[src/rtl/hazard_controller.sv]
// Hazard controller for the 5-stage core: a 3-slot destination scoreboard (EX/MEM/WB)
// drives stall/flush/bubble enables, EX forwarding selects, ID bypass and event counters.
module hazard_controller #(
  parameter int REG_BITS = 3,
  parameter int CNT_BITS = 16
) (
  input  logic                clk,
  input  logic                reset,
  input  logic                id_valid,
  input  logic [REG_BITS-1:0] id_src1,
  input  logic [REG_BITS-1:0] id_src2,
  input  logic                id_uses_src1,
  input  logic                id_uses_src2,
  input  logic [REG_BITS-1:0] id_dst,
  input  logic                id_wb,
  input  logic                id_mem_read,
  input  logic                ex_jump_taken,
  input  logic                hold_in,
  output logic                pc_en,
  output logic                if_id_en,
  output logic                if_id_flush,
  output logic                id_ex_bubble,
  output logic                pipe_en,
  output logic [1:0]          fwd_a,
  output logic [1:0]          fwd_b,
  output logic                id_bypass1,
  output logic                id_bypass2,
  output logic [CNT_BITS-1:0] stall_count,
  output logic [CNT_BITS-1:0] flush_count
);

  localparam logic [CNT_BITS-1:0] CNT_MAX = {CNT_BITS{1'b1}};
  localparam logic [CNT_BITS-1:0] CNT_ONE = {{(CNT_BITS-1){1'b0}}, 1'b1};
  localparam logic [REG_BITS-1:0] REG_ZERO = {REG_BITS{1'b0}};

  // The WB slot's mem_read flag is never consulted, so it is not stored.
  logic [REG_BITS-1:0] ex_dst_q, ex_dst_d, ex_src1_q, ex_src1_d, ex_src2_q, ex_src2_d;
  logic                ex_wb_q, ex_wb_d, ex_mr_q, ex_mr_d, ex_us1_q, ex_us1_d, ex_us2_q, ex_us2_d;
  logic [REG_BITS-1:0] mem_dst_q, mem_dst_d, wb_dst_q, wb_dst_d;
  logic                mem_wb_q, mem_wb_d, mem_mr_q, mem_mr_d, wb_wb_q, wb_wb_d;
  logic [CNT_BITS-1:0] stall_q, stall_d, flush_q, flush_d;
  logic                load_use_s;

  function automatic logic src_match(input logic wb, input logic [REG_BITS-1:0] dst,
                                     input logic [REG_BITS-1:0] src, input logic uses);
    return wb && uses && (dst == src);
  endfunction

  function automatic logic [1:0] fwd_sel(input logic [REG_BITS-1:0] src, input logic uses,
                                         input logic [REG_BITS-1:0] m_dst, input logic m_wb,
                                         input logic m_mr, input logic [REG_BITS-1:0] w_dst,
                                         input logic w_wb);
    if (src_match(m_wb, m_dst, src, uses) && !m_mr) begin
      return 2'b01;
    end else if (src_match(w_wb, w_dst, src, uses)) begin
      return 2'b10;
    end else begin
      return 2'b00;
    end
  endfunction

  always_comb begin
    load_use_s = id_valid && ex_mr_q &&
                 (src_match(ex_wb_q, ex_dst_q, id_src1, id_uses_src1) ||
                  src_match(ex_wb_q, ex_dst_q, id_src2, id_uses_src2));

    pc_en        = 1'b1;
    if_id_en     = 1'b1;
    pipe_en      = 1'b1;
    if_id_flush  = 1'b0;
    id_ex_bubble = 1'b0;
    // Hold beats flush beats stall; a held jump resurfaces once hold drops.
    if (hold_in) begin
      pc_en    = 1'b0;
      if_id_en = 1'b0;
      pipe_en  = 1'b0;
    end else if (ex_jump_taken) begin
      if_id_flush  = 1'b1;
      id_ex_bubble = 1'b1;
    end else if (load_use_s) begin
      pc_en        = 1'b0;
      if_id_en     = 1'b0;
      id_ex_bubble = 1'b1;
    end else begin
      pc_en = 1'b1;
    end

    fwd_a = fwd_sel(ex_src1_q, ex_us1_q, mem_dst_q, mem_wb_q, mem_mr_q, wb_dst_q, wb_wb_q);
    fwd_b = fwd_sel(ex_src2_q, ex_us2_q, mem_dst_q, mem_wb_q, mem_mr_q, wb_dst_q, wb_wb_q);
    id_bypass1 = src_match(wb_wb_q, wb_dst_q, id_src1, id_uses_src1);
    id_bypass2 = src_match(wb_wb_q, wb_dst_q, id_src2, id_uses_src2);
    stall_count = stall_q;
    flush_count = flush_q;
  end

  always_comb begin
    ex_dst_d = ex_dst_q;  ex_src1_d = ex_src1_q; ex_src2_d = ex_src2_q;
    ex_wb_d  = ex_wb_q;   ex_mr_d   = ex_mr_q;   ex_us1_d  = ex_us1_q;  ex_us2_d = ex_us2_q;
    mem_dst_d = mem_dst_q; mem_wb_d = mem_wb_q;  mem_mr_d  = mem_mr_q;
    wb_dst_d  = wb_dst_q;  wb_wb_d  = wb_wb_q;
    stall_d = stall_q;
    flush_d = flush_q;
    if (!hold_in) begin
      wb_dst_d  = mem_dst_q; wb_wb_d  = mem_wb_q;
      mem_dst_d = ex_dst_q;  mem_wb_d = ex_wb_q;  mem_mr_d = ex_mr_q;
      if (id_valid && !ex_jump_taken && !load_use_s) begin
        ex_dst_d = id_dst;  ex_src1_d = id_src1; ex_src2_d = id_src2;
        ex_wb_d  = id_wb;   ex_mr_d   = id_mem_read;
        ex_us1_d = id_uses_src1; ex_us2_d = id_uses_src2;
      end else begin
        ex_dst_d = REG_ZERO; ex_src1_d = REG_ZERO; ex_src2_d = REG_ZERO;
        ex_wb_d  = 1'b0; ex_mr_d = 1'b0; ex_us1_d = 1'b0; ex_us2_d = 1'b0;
      end
      if (ex_jump_taken) begin
        flush_d = (flush_q != CNT_MAX) ? flush_q + CNT_ONE : flush_q;
      end else if (load_use_s) begin
        stall_d = (stall_q != CNT_MAX) ? stall_q + CNT_ONE : stall_q;
      end else begin
        stall_d = stall_q;
      end
    end else begin
      stall_d = stall_q;
    end
  end

  always_ff @(posedge clk) begin
    if (reset) begin
      ex_dst_q <= REG_ZERO; ex_src1_q <= REG_ZERO; ex_src2_q <= REG_ZERO;
      ex_wb_q  <= 1'b0; ex_mr_q <= 1'b0; ex_us1_q <= 1'b0; ex_us2_q <= 1'b0;
      mem_dst_q <= REG_ZERO; mem_wb_q <= 1'b0; mem_mr_q <= 1'b0;
      wb_dst_q  <= REG_ZERO; wb_wb_q  <= 1'b0;
      stall_q <= {CNT_BITS{1'b0}};
      flush_q <= {CNT_BITS{1'b0}};
    end else begin
      ex_dst_q <= ex_dst_d; ex_src1_q <= ex_src1_d; ex_src2_q <= ex_src2_d;
      ex_wb_q  <= ex_wb_d;  ex_mr_q   <= ex_mr_d;   ex_us1_q  <= ex_us1_d;  ex_us2_q <= ex_us2_d;
      mem_dst_q <= mem_dst_d; mem_wb_q <= mem_wb_d; mem_mr_q <= mem_mr_d;
      wb_dst_q  <= wb_dst_d;  wb_wb_q  <= wb_wb_d;
      stall_q <= stall_d;
      flush_q <= flush_d;
    end
  end

endmodule

[config.mk]
export PLATFORM = sky130hd
export DESIGN_NAME = hazard_controller
export DESIGN_NICKNAME = d
export VERILOG_FILES = /design/src/rtl/hazard_controller.sv
export SDC_FILE = /design/constraint.sdc
export NUM_CORES = 1
export LEC_CHECK = 0
export ABC_AREA = 1
export CAP_MARGIN = 20
export CELL_PAD_IN_SITES_DETAIL_PLACEMENT = 0
export CELL_PAD_IN_SITES_GLOBAL_PLACEMENT = 1
export CORE_UTILIZATION = 39
export DETAILED_ROUTE_END_ITERATION = 8
export PLACE_DENSITY = 0.95
export SYNTH_ARGS = -nofsm -noshare
export SYNTH_HDL_FRONTEND = slang
export SYNTH_SLANG_ARGS = --single-unit
[constraint.sdc]
create_clock -name clk -period 4.55 [get_ports clk]
set_input_delay 0.91 -clock clk [delete_from_list [all_inputs] [get_ports clk]]
set_output_delay 0.91 -clock clk [all_outputs]
set_load 0.02 [all_outputs]
-- Yosys cells after proc, flatten, opt, wreduce, memory -nomap -nowiden
Cells that the tools add are included.
- register bits: 54
- input port bits: 18
- output and inout port bits: 43
- logic and storage cells: 76
- add/subtract/negate cells: 2
- equal/unequal tests: 10
- mux-type cells: 20
- bitwise logic cells: 2
- reductions and logical operators: 28
- operator list (kind ; count):
    16-bit by 1-bit adder with 16-bit output (second input constant) ; 2
    16-bit != test (second input constant) ; 2
    3-bit == test ; 8
    1-bit logical AND ; 22
    1-bit 2-to-1 mux ; 13
    3-bit 2-to-1 mux ; 3
    2-bit 2-to-1 mux ; 4
    4-bit AND reduction ; 1
    1-bit logical NOT ; 3
    3-bit AND reduction ; 1
    1-bit inverter ; 2
    1-bit logical OR ; 1

-- Depth between registers and ports, before layout
- depth in word-level cells: 7
- depth in mapped cells: 11
- gate-level depth less buffers: 10

-- Least setup slack after synthesis
Ideal clock, no wire load.
- path kind: in2out
- from: input id_src1[0]
- to: output id_bypass1
- arrival time: 2160 ps
- data required time: 3640 ps
- slack: 1480 ps
- stages on the path: 2
- buffers on the path: 0
- cell sequence: xor2_1 > a2111oi_0
- cells in the longest elaborated chain, start to end: 2
- ends and longest elaborated chain (what ; line ; RTL):
    start: declaration ; 10 ; input logic [REG_BITS-1:0] id_src1,
    3-bit == test ; 46 ; return wb && uses && (dst == src);
    1-bit logical AND ; 46 ;
    end: declaration ; 26 ; output logic id_bypass1,
Every way passes these cells.

-- Worst setup path after layout
- from: input id_src2[1]
- to: output pc_en
- cells in the longest elaborated chain, start to end: 7
- ends and longest elaborated chain (what ; line ; RTL):
    start: declaration ; 11 ; input logic [REG_BITS-1:0] id_src2,
    3-bit == test ; 46 ;
    1-bit logical AND ; 46 ;
    1-bit logical OR ; 64 ; (src_match(ex_wb_q, ex_dst_q, id_src1, id_uses_src1) ||
    1-bit logical AND ; 63 ; load_use_s = id_valid && ex_mr_q &&
    1-bit 2-to-1 mux ; 80 ; end else if (load_use_s) begin
    1-bit 2-to-1 mux ; 77 ; end else if (ex_jump_taken) begin
    1-bit 2-to-1 mux ; 73 ; if (hold_in) begin
    end: declaration ; 19 ; output logic pc_en,
Every way passes these cells.

==> impl_metrics.env <==
export IMPL_status="completed"
export IMPL_synthDistinctLibCells=30
export IMPL_n_antenna_cell=0
export IMPL_place_hpwl_microns=5720
export IMPL_max_slew_margin_pct=40.3
export IMPL_firstDrtPassIters=5
export IMPL_cts_root_buf="clkbuf_8"
export IMPL_io_pins=61
export IMPL_h_tree_depth=2
export IMPL_wl_microns=7920
export IMPL_synthAdderAreaFrac_pct=0.831
export IMPL_crit_chain="clkdlybuf4s50_1 > inv_1 > nand2_1 > nand2_1 > nor2_1 > nand2_1 > nand2_2 > nand2_1 > o21ai_0 > inv_1 > clkdlybuf4s50_1"
export IMPL_cap_violations=0
export IMPL_cts_tree="built"
export IMPL_vias_per_cell=5.10
export IMPL_crit_arrival_ns=2.95
export IMPL_synth_simple_area_share_pct=32.0
export IMPL_avgSynthCellArea_sq_um=6.88
export IMPL_cp_top_family="buffers and inverters"
export IMPL_syn2layout_area_growth_pct=24.9
export IMPL_start_util_pct=40.9
export IMPL_finalCritPeriodShare_pct=84.8
export IMPL_vias=3012
export IMPL_numClockSinks=54
export IMPL_syn_nets=458
export IMPL_rsz0062_at_grt="no"
export IMPL_holdPathStages=2
export IMPL_ys_seq_area_share_pct=35.9
export IMPL_ys_warn_count=0
export IMPL_cp_slowest_cell="clkdlybuf4s50_1"
export IMPL_synth_mux_area_share_pct=0
export IMPL_netlist_top_cell_by_area="dfxtp_1"
export IMPL_grt_pass1_wl_microns=13400
export IMPL_grt_pass1_vias=2783
export IMPL_path_depth=11
export IMPL_netlist_area_sq_um=3010
export IMPL_portBuffers=60
export IMPL_syn_inst=438
export IMPL_setup_ws_ns=0.690
export IMPL_gp_congestion=0.894
export IMPL_worstMarginPinSlew_ns=0.891
export IMPL_cp_end_kind="output pin"
export IMPL_setup_viol=0
export IMPL_coreArea_sq_um=7370
export IMPL_synth_top_family_by_area="simple AND/OR/NAND/NOR gates"
export IMPL_p_leak_nw=1.37
export IMPL_hp_class="reg2reg"
export IMPL_clkLatencyLatePin_ns=0.31
export IMPL_routed_top_layer="met4"
export IMPL_path_clk_slew_ns=0.09
export IMPL_cts_hold_buf=0
export IMPL_max_freq_mhz=259
export IMPL_layout_drive_gt1_share_pct=4.67
export IMPL_die_y_microns=89.9
export IMPL_track_usage_pct=19.9
export IMPL_crit_top_cell="nand2_1"
export IMPL_ys_top_cells_by_area="dfxtp_1, nand2_1, a21oi_1, xor2_1, nor2_1"
export IMPL_synth_xor_area_share_pct=9.89
export IMPL_fillers=718
export IMPL_hold_viol=0
export IMPL_drt_iter0_markers=157
export IMPL_drv_slew=0
export IMPL_critPathKind="in2out"
export IMPL_post_drt_wl_per_cell_microns=13.4
export IMPL_critPathRequiredTime_ns=3.64
export IMPL_register_area_sq_um=1080
export IMPL_nets=511
export IMPL_finalCriticalPeriod_ns=3.86
export IMPL_ant_nets=0
export IMPL_dr_wl_met3_microns=451
export IMPL_irDropWorstVdd_mv=0.141
export IMPL_finalPower_w=0.000868
export IMPL_numCtsBuffers=5
export IMPL_dieArea_sq_um=8080
export IMPL_synth_seq_cells=54
export IMPL_grt_max_degree=41
export IMPL_r2r_cells=8
export IMPL_setup_tns_ns=0
export IMPL_power_density_nw_per_um2=231
export IMPL_critical_path_max_stage_delay_ns=0.55
export IMPL_clock_path_buffers=2
export IMPL_die_w_microns=89.9
export IMPL_synth_top_area_share_pct=35.9
export IMPL_grt_antenna_before_repair=0
export IMPL_drc=0
export IMPL_wl_met2_microns=3540
export IMPL_m1WireLength_microns=3810
export IMPL_postCtsResizedCells=0
export IMPL_worstSetupStartpointType="primary input"
export IMPL_overflow=0
export IMPL_multi_input_area_sq_um=1690
export IMPL_synth_compound_area_share_pct=13.3
export IMPL_post_cts_buffers=0
export IMPL_fin_skew_ns=0.00772
export IMPL_fp_row_count=31
export IMPL_detailedPlace_worstSlack_ns=0.706
export IMPL_cp_max_fo=7
export IMPL_crit_buf_inv=4
==> synthesized netlist by cell type <==
cell type  count
nand2_1      123
dfxtp_1       54
a21oi_1       50
nor2_1        40
inv_1         34
xor2_1        21
nand4_1       20
nand3_1       15
o21ai_0       14
xnor2_1       13
clkbuf_1      11
nor3_1         9
buf_6          4
inv_2          3
nand3b_1       3
o2111ai_1      3
a2111oi_0      2
a21oi_2        2
ha_1           2
nand2_2        2
nor2_4         2
nor4_1         2
o22ai_1        2
buf_1          1
buf_2          1
buf_4          1
nand2b_1       1
nand3_2        1
nand4_4        1
o211ai_1       1
==> final cells by class <==
class	count	share of cell area, %
Tap cell	99	3.29
Clock inverter	2	0.432
Multi-Input combinational cell	329	44.9
Sequential cell	54	28.7
Timing Repair Buffer	64	16.8
Inverter	37	3.69
Clock buffer	6	2.19
==> logic make-up (layout without fill, tap and decap cells) <==
group / Yosys count / in the layout
AO/OA/AOI/OAI: 74 / 74
XOR/XNOR: 34 / 34
AND/OR/NAND/NOR: 219 / 219
adder cells (fa/ha/maj): 2 / 2
buffers and inverters: 55 / 109
flip-flops: 54 / 54
==> worst min-delay path, cell delays in order (launching register included) <==
cell and delay (ns):
dfxtp_1 0.33, nand2_1 0.06, a21oi_1 0.05
==> cells in the final DEF (no fill, tap or decap), types with 9 or more instances in the layout <==
| cell | count |
|---|---|
| nand2_1 | 123 |
| clkdlybuf4s50_1 | 60 |
| dfxtp_1 | 54 |
| a21oi_1 | 50 |
| nor2_1 | 40 |
| inv_1 | 34 |
| xor2_1 | 21 |
| nand4_1 | 20 |
| nand3_1 | 15 |
| o21ai_0 | 14 |
| xnor2_1 | 13 |
| nor3_1 | 9 |
==> through the flow <==
stage               util, %  instances  area, sq um  hold WS (ns)
global placement       49.7        583         3660         0.471
finish                 51.1        591         3760         0.489
global route           51.1        591         3760         0.522
floorplan                 -        438         3010         0.452
detailed placement     49.7        583         3660         0.477
CTS                    51.1        591         3760         0.491
==> final timing paths <==
| check | start | endpoint | slack [ns] |
|---|---|---|---|
| worst max-delay path | id_src2[1] | pc_en | 0.69 |
| worst min-delay path | ex_mr_q | ex_mr_q | 0.49 |
| worst max register to register | flush_count[1] | flush_count[13] | 2.41 |
| worst min register to register | ex_mr_q | ex_mr_q | 0.49 |
==> where the power goes <==
part	internal [W]	total, W	switching [W]	leakage, nW
sequential	0.000481	0.000492	0.0000106	0.438
clock	0.000126	0.000289	0.000163	0.0478
combinational	0.0000364	0.0000877	0.0000513	0.881
total	0.000643	0.000868	0.000225	1.37
==> per-layer routing <==
metal	global-route usage, %	vias to the layer above
li1	-	1542
met1	27.8	1372
met2	32.0	86
met3	3.38	12
met4	4.97	0
met5	0	-
==> sequential cells by signal (all words and copies together), names as in the netlist <==
name / count
stall_count: 16
ex_src1_q: 3
wb_wb_q: 1
mem_dst_q: 3
ex_src2_q: 3
ex_wb_q: 1
ex_us2_q: 1
ex_dst_q: 3
mem_mr_q: 1
mem_wb_q: 1
ex_mr_q: 1
flush_count: 16
wb_dst_q: 3
ex_us1_q: 1
Power figures use the tool's default switching activity.
